$ cat config.mk
export PLATFORM = sky130hd
export DESIGN_NAME = control_sequencer
export DESIGN_NICKNAME = d
export VERILOG_FILES = /design/src/rtl/control_pkg.sv /design/src/rtl/control_sequencer.sv
export SDC_FILE = /design/constraint.sdc
export NUM_CORES = 1
export LEC_CHECK = 0
export ABC_CLOCK_PERIOD_IN_PS = 5300
export BUFFER_PORTS_ARGS = -buffer_cell sky130_fd_sc_hd__buf_2
export CORE_MARGIN = 3
export CORE_UTILIZATION = 62
export CTS_BUF_LIST = sky130_fd_sc_hd__clkbuf_16
export CTS_CLUSTER_SIZE = 28
export DETAILED_ROUTE_END_ITERATION = 8
export GPL_TIMING_DRIVEN = 0
export PLACE_DENSITY = 0.85
export SYNTH_ARGS = -nofsm -noshare
export SYNTH_HDL_FRONTEND = slang
export SYNTH_SLANG_ARGS = --single-unit
$ cat constraint.sdc
create_clock -name clk -period 5.3 [get_ports clk]
set_input_delay 0.53 -clock clk [delete_from_list [all_inputs] [get_ports clk]]
set_output_delay 0.53 -clock clk [all_outputs]
set_load 0.03 [all_outputs]
$ cat src/rtl/control_pkg.sv
// Shared encodings for the multicycle control sequencer: control states,
// opcode and addressing-mode enums, and the instruction-length helper.
package control_pkg;

  typedef enum logic [5:0] {
    S_INIT    = 6'd0,
    S_FETCH0  = 6'd1,
    S_FETCH1  = 6'd2,
    S_FETCH2  = 6'd3,
    S_FETCH3  = 6'd4,
    S_DECODE  = 6'd5,
    S_ALUPREP = 6'd6,
    S_LDIMM   = 6'd7,
    S_ALUIMM  = 6'd8,
    S_REG     = 6'd9,
    S_MDADDR  = 6'd10,
    S_MDRD    = 6'd11,
    S_PC0     = 6'd12,
    S_PC1     = 6'd13,
    S_PC2     = 6'd14,
    S_PC3     = 6'd15,
    S_PC4     = 6'd16,
    S_ASR     = 6'd17,
    S_LSR     = 6'd18,
    S_ASL     = 6'd19,
    S_LSL     = 6'd20,
    S_JMP     = 6'd21,
    S_JZ      = 6'd22,
    S_JNZ     = 6'd23,
    S_POP0    = 6'd24,
    S_PUSH0   = 6'd25,
    S_POP1    = 6'd26,
    S_PUSH1   = 6'd27,
    S_ST      = 6'd28,
    S_SHWB    = 6'd29,
    S_ALUWB   = 6'd30,
    S_HALT    = 6'd31,
    S_PCINC   = 6'd32
  } state_e;

  typedef enum logic [4:0] {
    OP_NOP  = 5'd0,
    OP_LD   = 5'd1,
    OP_ADD  = 5'd2,
    OP_SUB  = 5'd3,
    OP_AND  = 5'd4,
    OP_OR   = 5'd5,
    OP_ASR  = 5'd6,
    OP_LSR  = 5'd7,
    OP_ASL  = 5'd8,
    OP_LSL  = 5'd9,
    OP_JMP  = 5'd10,
    OP_JZ   = 5'd11,
    OP_JNZ  = 5'd12,
    OP_PUSH = 5'd13,
    OP_POP  = 5'd14,
    OP_ST   = 5'd15,
    OP_HALT = 5'd31
  } opcode_e;

  typedef enum logic [1:0] {
    AM_IMM    = 2'b00,
    AM_REG    = 2'b01,
    AM_MEMDIR = 2'b10,
    AM_PCREL  = 2'b11
  } amode_e;

  function automatic logic [2:0] instr_len(input logic [4:0] opcode, input logic [1:0] amode);
    logic [2:0] len;
    len = 3'd1;
    case (opcode)
      OP_LD, OP_ADD, OP_SUB, OP_AND, OP_OR: begin
        case (amode)
          AM_IMM:  len = 3'd4;
          AM_REG:  len = 3'd2;
          default: len = 3'd3;
        endcase
      end
      OP_ST:                len = 3'd2;
      OP_JMP, OP_JZ, OP_JNZ: len = 3'd3;
      default:              len = 3'd1;
    endcase
    return len;
  endfunction

endpackage

$ cat src/rtl/control_sequencer.sv
// Next-state engine of the multicycle control unit: fetches instruction
// bytes with memory wait handling and walks each opcode through its states.
module control_sequencer
  import control_pkg::*;
(
  input  logic       clk,
  input  logic       reset,
  input  logic [7:0] mem_rdata,
  input  logic       mem_ready,
  input  logic       zero,
  output logic [5:0] state,
  output logic       halted,
  output logic       illegal
);

  state_e     state_q, state_d;
  logic [7:0] op_q, op_d;
  logic       illegal_q, illegal_d;
  logic       halted_q, halted_d;
  logic [2:0] len_fetch;
  opcode_e    dec_op;
  amode_e     dec_am;

  // op_q[0] carries no meaning; kept only because the whole byte is latched
  logic       unused_op_bit;
  assign unused_op_bit = op_q[0];

  assign len_fetch = instr_len(mem_rdata[7:3], mem_rdata[2:1]);
  assign dec_op    = opcode_e'(op_q[7:3]);
  assign dec_am    = amode_e'(op_q[2:1]);

  function automatic state_e operand_entry(input logic is_ld, input amode_e am);
    state_e s;
    case (am)
      AM_IMM:    s = is_ld ? S_LDIMM : S_ALUIMM;
      AM_REG:    s = S_REG;
      AM_MEMDIR: s = S_MDADDR;
      default:   s = S_PC0;
    endcase
    return s;
  endfunction

  always_comb begin
    state_d   = state_q;
    op_d      = op_q;
    illegal_d = illegal_q;
    case (state_q)
      S_INIT:   state_d = S_FETCH0;
      S_FETCH0: begin
        if (mem_ready) begin
          op_d    = mem_rdata;
          state_d = (len_fetch >= 3'd2) ? S_FETCH1 : S_DECODE;
        end
      end
      S_FETCH1: if (mem_ready) state_d = (instr_len(op_q[7:3], op_q[2:1]) >= 3'd3) ? S_FETCH2 : S_DECODE;
      S_FETCH2: if (mem_ready) state_d = (instr_len(op_q[7:3], op_q[2:1]) == 3'd4) ? S_FETCH3 : S_DECODE;
      S_FETCH3: if (mem_ready) state_d = S_DECODE;
      S_DECODE: begin
        case (dec_op)
          OP_NOP:                      state_d = S_PCINC;
          OP_LD:                       state_d = operand_entry(1'b1, dec_am);
          OP_ADD, OP_SUB, OP_AND, OP_OR: state_d = S_ALUPREP;
          OP_ASR:                      state_d = S_ASR;
          OP_LSR:                      state_d = S_LSR;
          OP_ASL:                      state_d = S_ASL;
          OP_LSL:                      state_d = S_LSL;
          OP_JMP:                      state_d = S_JMP;
          OP_JZ:                       state_d = S_JZ;
          OP_JNZ:                      state_d = S_JNZ;
          OP_PUSH:                     state_d = S_PUSH0;
          OP_POP:                      state_d = S_POP0;
          OP_ST:                       state_d = S_ST;
          OP_HALT:                     state_d = S_HALT;
          default: begin
            state_d   = S_HALT;
            illegal_d = 1'b1;
          end
        endcase
      end
      S_ALUPREP: state_d = operand_entry(1'b0, dec_am);
      S_LDIMM:   state_d = S_PCINC;
      S_ALUIMM:  state_d = S_ALUWB;
      S_REG:     state_d = S_ALUWB;
      S_MDADDR:  if (mem_ready) state_d = S_MDRD;
      S_MDRD:    state_d = S_ALUWB;
      S_PC0:     state_d = S_PC1;
      S_PC1:     state_d = S_PC2;
      S_PC2:     state_d = S_PC3;
      S_PC3:     if (mem_ready) state_d = S_PC4;
      S_PC4:     state_d = S_ALUWB;
      S_ASR, S_LSR, S_ASL, S_LSL: state_d = S_SHWB;
      S_JMP:     state_d = S_FETCH0;
      S_JZ:      state_d = zero ? S_FETCH0 : S_PCINC;
      S_JNZ:     state_d = zero ? S_PCINC : S_FETCH0;
      S_POP0:    if (mem_ready) state_d = S_POP1;
      S_POP1:    state_d = S_PCINC;
      S_PUSH0:   state_d = S_PUSH1;
      S_PUSH1:   state_d = S_PCINC;
      S_ST:      state_d = S_PCINC;
      S_SHWB:    state_d = S_PCINC;
      S_ALUWB:   state_d = S_PCINC;
      S_HALT:    state_d = S_HALT;
      S_PCINC:   state_d = S_FETCH0;
      default: begin
        state_d   = S_HALT;
        illegal_d = 1'b1;
      end
    endcase
    halted_d = (state_d == S_HALT);
  end

  always_ff @(posedge clk) begin
    if (!reset) begin
      state_q   <= S_INIT;
      op_q      <= '0;
      illegal_q <= 1'b0;
      halted_q  <= 1'b0;
    end else begin
      state_q   <= state_d;
      op_q      <= op_d;
      illegal_q <= illegal_d;
      halted_q  <= halted_d;
    end
  end

  assign state   = state_q;
  assign halted  = halted_q;
  assign illegal = illegal_q;

endmodule

==> flow_summary.yaml <==
outcome:
  status: "complete, no violations"
setup_path:
  cpLargestDelayFamily: "simple AND/OR/NAND/NOR gates"
  cp_max_fo: 10
  critPathBufInv: 1
  worstPathRequired_ps: 5430
  slowest_stage: "or4_1"
  cp_cell_sequence: "buf_2 > nor2_1 > nand4_1 > nor2b_1 > or4_1 > or4_1 > and4_1"
  critical_path_class: "register to register"
  worstSetupStartpointType: "register"
  slowest_delay_ps: 570
  crit_top_cell: "or4_1"
  arrival_ps: 2690
  endpoint_kind: "register"
global_route:
  grt_pass1_vias: 1590
  antenna_found_initial: 0
  grt_pass1_wl_mm: 7.51
  grt.total_usage_pct: 28.9
  grt_max_degree: 11
  grt-ovfl-total: 0
route:
  num_vias: 1806
  drt_wl_total_mm: 4.61
  firstDrtPassIters: 5
  post_drt_via_cell_ratio: 6.76
  wl_per_cell_um: 17.3
  detail_route.iter0.violations: 154
  drc_errors: 0
  ant_nets: 0
timing:
  fin_crit_ps: 2550
  slew_viol_final: 0
  grt_setup_unrepaired: "no"
  setup_ws_ps: 2750
  period_share_pct: 48.2
  maxSlewHeadroom_pct: 50.8
  fmax_mhz: 392
  skew_ps: 2.09
  hold_slack_ps: 479
  setup_viol_count_final: 0
  hold_viol: 0
  setup_tns_ps: 0
  worst_slew_pin_slew_ps: 736
final_layout:
  area_growth_pct: 12.8
  layout_commonest_cell: "a21oi_1"
  final_cell_mix: "21 x a21oi_1, 19 x buf_2, 16 x nor2_1, 16 x nor2b_1"
  layout.cells.non_filler: 267
  nNetsFinal: 257
  antenna_cells: 0
  drive_gt1_share_pct: 10.9
  filler_cell_count: 170
synthesis:
  synth.area.top_cells: "dfxtp_1 19%, a21oi_1 6.8%, nor2b_1 6.4%"
  yosys.area_share.simple_pct: 35.7
  syn_inst: 218
  synth_fa_ha_area_share_pct: 4.03
  synth_edf_count: 0
  synth-seq-cells: 15
  ys_seq_area_share_pct: 19.3
  synth_top_area_share_pct: 19.3
  synth_flop_cell: "dfxtp_1"
  muxShareOfSynthArea_pct: 5.88
  syn-mean-instance-area_um2: 7.12
  syn-num-nets: 235
  synth_compound_gate_area_share_pct: 26.2
  synth_top_cell_by_area: "dfxtp_1"
  yosys_warnings: 0
  synth_async_sr_flop_share_pct: 0
  synth_cell_types: 52
  syn_area_um2: 1550
  synth_top_family_by_area: "simple AND/OR/NAND/NOR gates"
  synth-xor-area-share_pct: 1.69
clock_network:
  ctsHtreeMaxLevel: 1
  hold_buffers: 0
  cts_resized: 0
  root_buffer: "clkbuf_16"
  cts_inserted_buffers: 3
  cts_tree: "done"
  cts_setup_buffers: 0
  clkSlewWorstSetupHoldPaths_ps: 40
  clock_path_buffers: 2
  clock_latency_ps: 240
  cts_sinks: 15
power:
  power_uw: 843
  ir_drop_v: 0.000517
  p_per_area_nw_per_um2: 481
  leakage_nw: 0.704
die:
  die_x_um: 56.0
  placementRows: 17
  ios: 20
  initial_core_util_pct: 67.6
  core_um2: 2300
  die_h_um: 56.0
  dieArea_um2: 3140
place:
  place_ws_ps: 2710
  place.detailed.instances: 263
  portBuffers: 17
  place_congestion: 0.959
  dp_hpwl_mm: 3.35
hold_path:
  min_path_type: "register to register"
flow_run:
  drv_cap: 0
-- layout make-up --
type	instances	area, um2	area share (%)
multi-input combinational	176	1140	65.1
sequential	15	300	17.1
timing repair buffer	17	85.1	4.86
buffer	20	85.1	4.86
clock buffer	3	75.1	4.29
tap	28	35.0	2.00
inverter	7	26.3	1.50
clock inverter	1	3.75	0.214
-- sequential cells by signal, summed over array words and instances, names as in the netlist --
name	flops
halted	1
illegal	1
op_q	7
state	6
-- cell usage after synthesis (2+ instances only) --
master / n
o21bai_1: 2
and2_1: 5
o31a_1: 4
nand4_1: 6
nand2_1: 14
nand3_1: 9
o21ai_0: 7
and3b_1: 2
o22ai_1: 3
o21a_1: 2
nor3_1: 5
clkbuf_1: 15
a22oi_1: 2
nand2b_1: 5
ha_1: 5
a21oi_1: 21
buf_1: 2
xnor2_1: 2
inv_1: 7
dfxtp_1: 15
nor4b_1: 3
o211ai_1: 2
a31oi_1: 4
or4_1: 6
nor2_1: 16
nor2b_1: 16
o31ai_1: 3
buf_2: 2
mux2i_1: 8
nor3b_1: 2
or3_1: 2
-- power breakdown --
| group | switching [mW] | leakage [nW] | internal [mW] |
|---|---|---|---|
| combinational | 0.349 | 0.539 | 0.192 |
| clock | 0.0422 | 0.0423 | 0.0995 |
| sequential | 0.0217 | 0.122 | 0.138 |
| total | 0.413 | 0.704 | 0.430 |
-- final timing paths --
path	slack [ps]	cells past startpoint	startpoint	end
setup / recovery	2750	7	state[4]	halted
setup reg to reg	2750	7	state[4]	halted
hold / removal	480	1	illegal	illegal
hold reg to reg	480	1	illegal	illegal
-- per-layer routing --
metal	wire (um)	track usage, %
met3	467	3.25
met4	85	10.5
met2	2110	45.6
met5	0	0
met1	1950	40.3
-- through the flow --
stage / util [%] / area (um2)
after floorplan: - / 1550
final: 76.3 / 1750
after global placement: 72.8 / 1670
after CTS: 76.3 / 1750
after detailed placement: 72.8 / 1670
after global routing: 76.3 / 1750
-- worst register-to-register path, stage by stage, from the launching register on --
cell,delay (ps)
dfxtp_1,330
buf_2,220
nor2_1,170
nand4_1,460
nor2b_1,90
or4_1,400
or4_1,570
and4_1,200
-- kinds of logic (layout without fill, tap and decap cells) --
logic type | count (synthesis) | after routing
buffers and inverters | 27 | 48
AOI/OAI and AO/OA | 62 | 62
DFF | 15 | 15
xor gates and xnor gates | 3 | 3
and+or+nand+nor | 97 | 97
adders and majority gates | 5 | 5
muxes | 9 | 9
No activity file was read; power rests on OpenSTA's default activity.
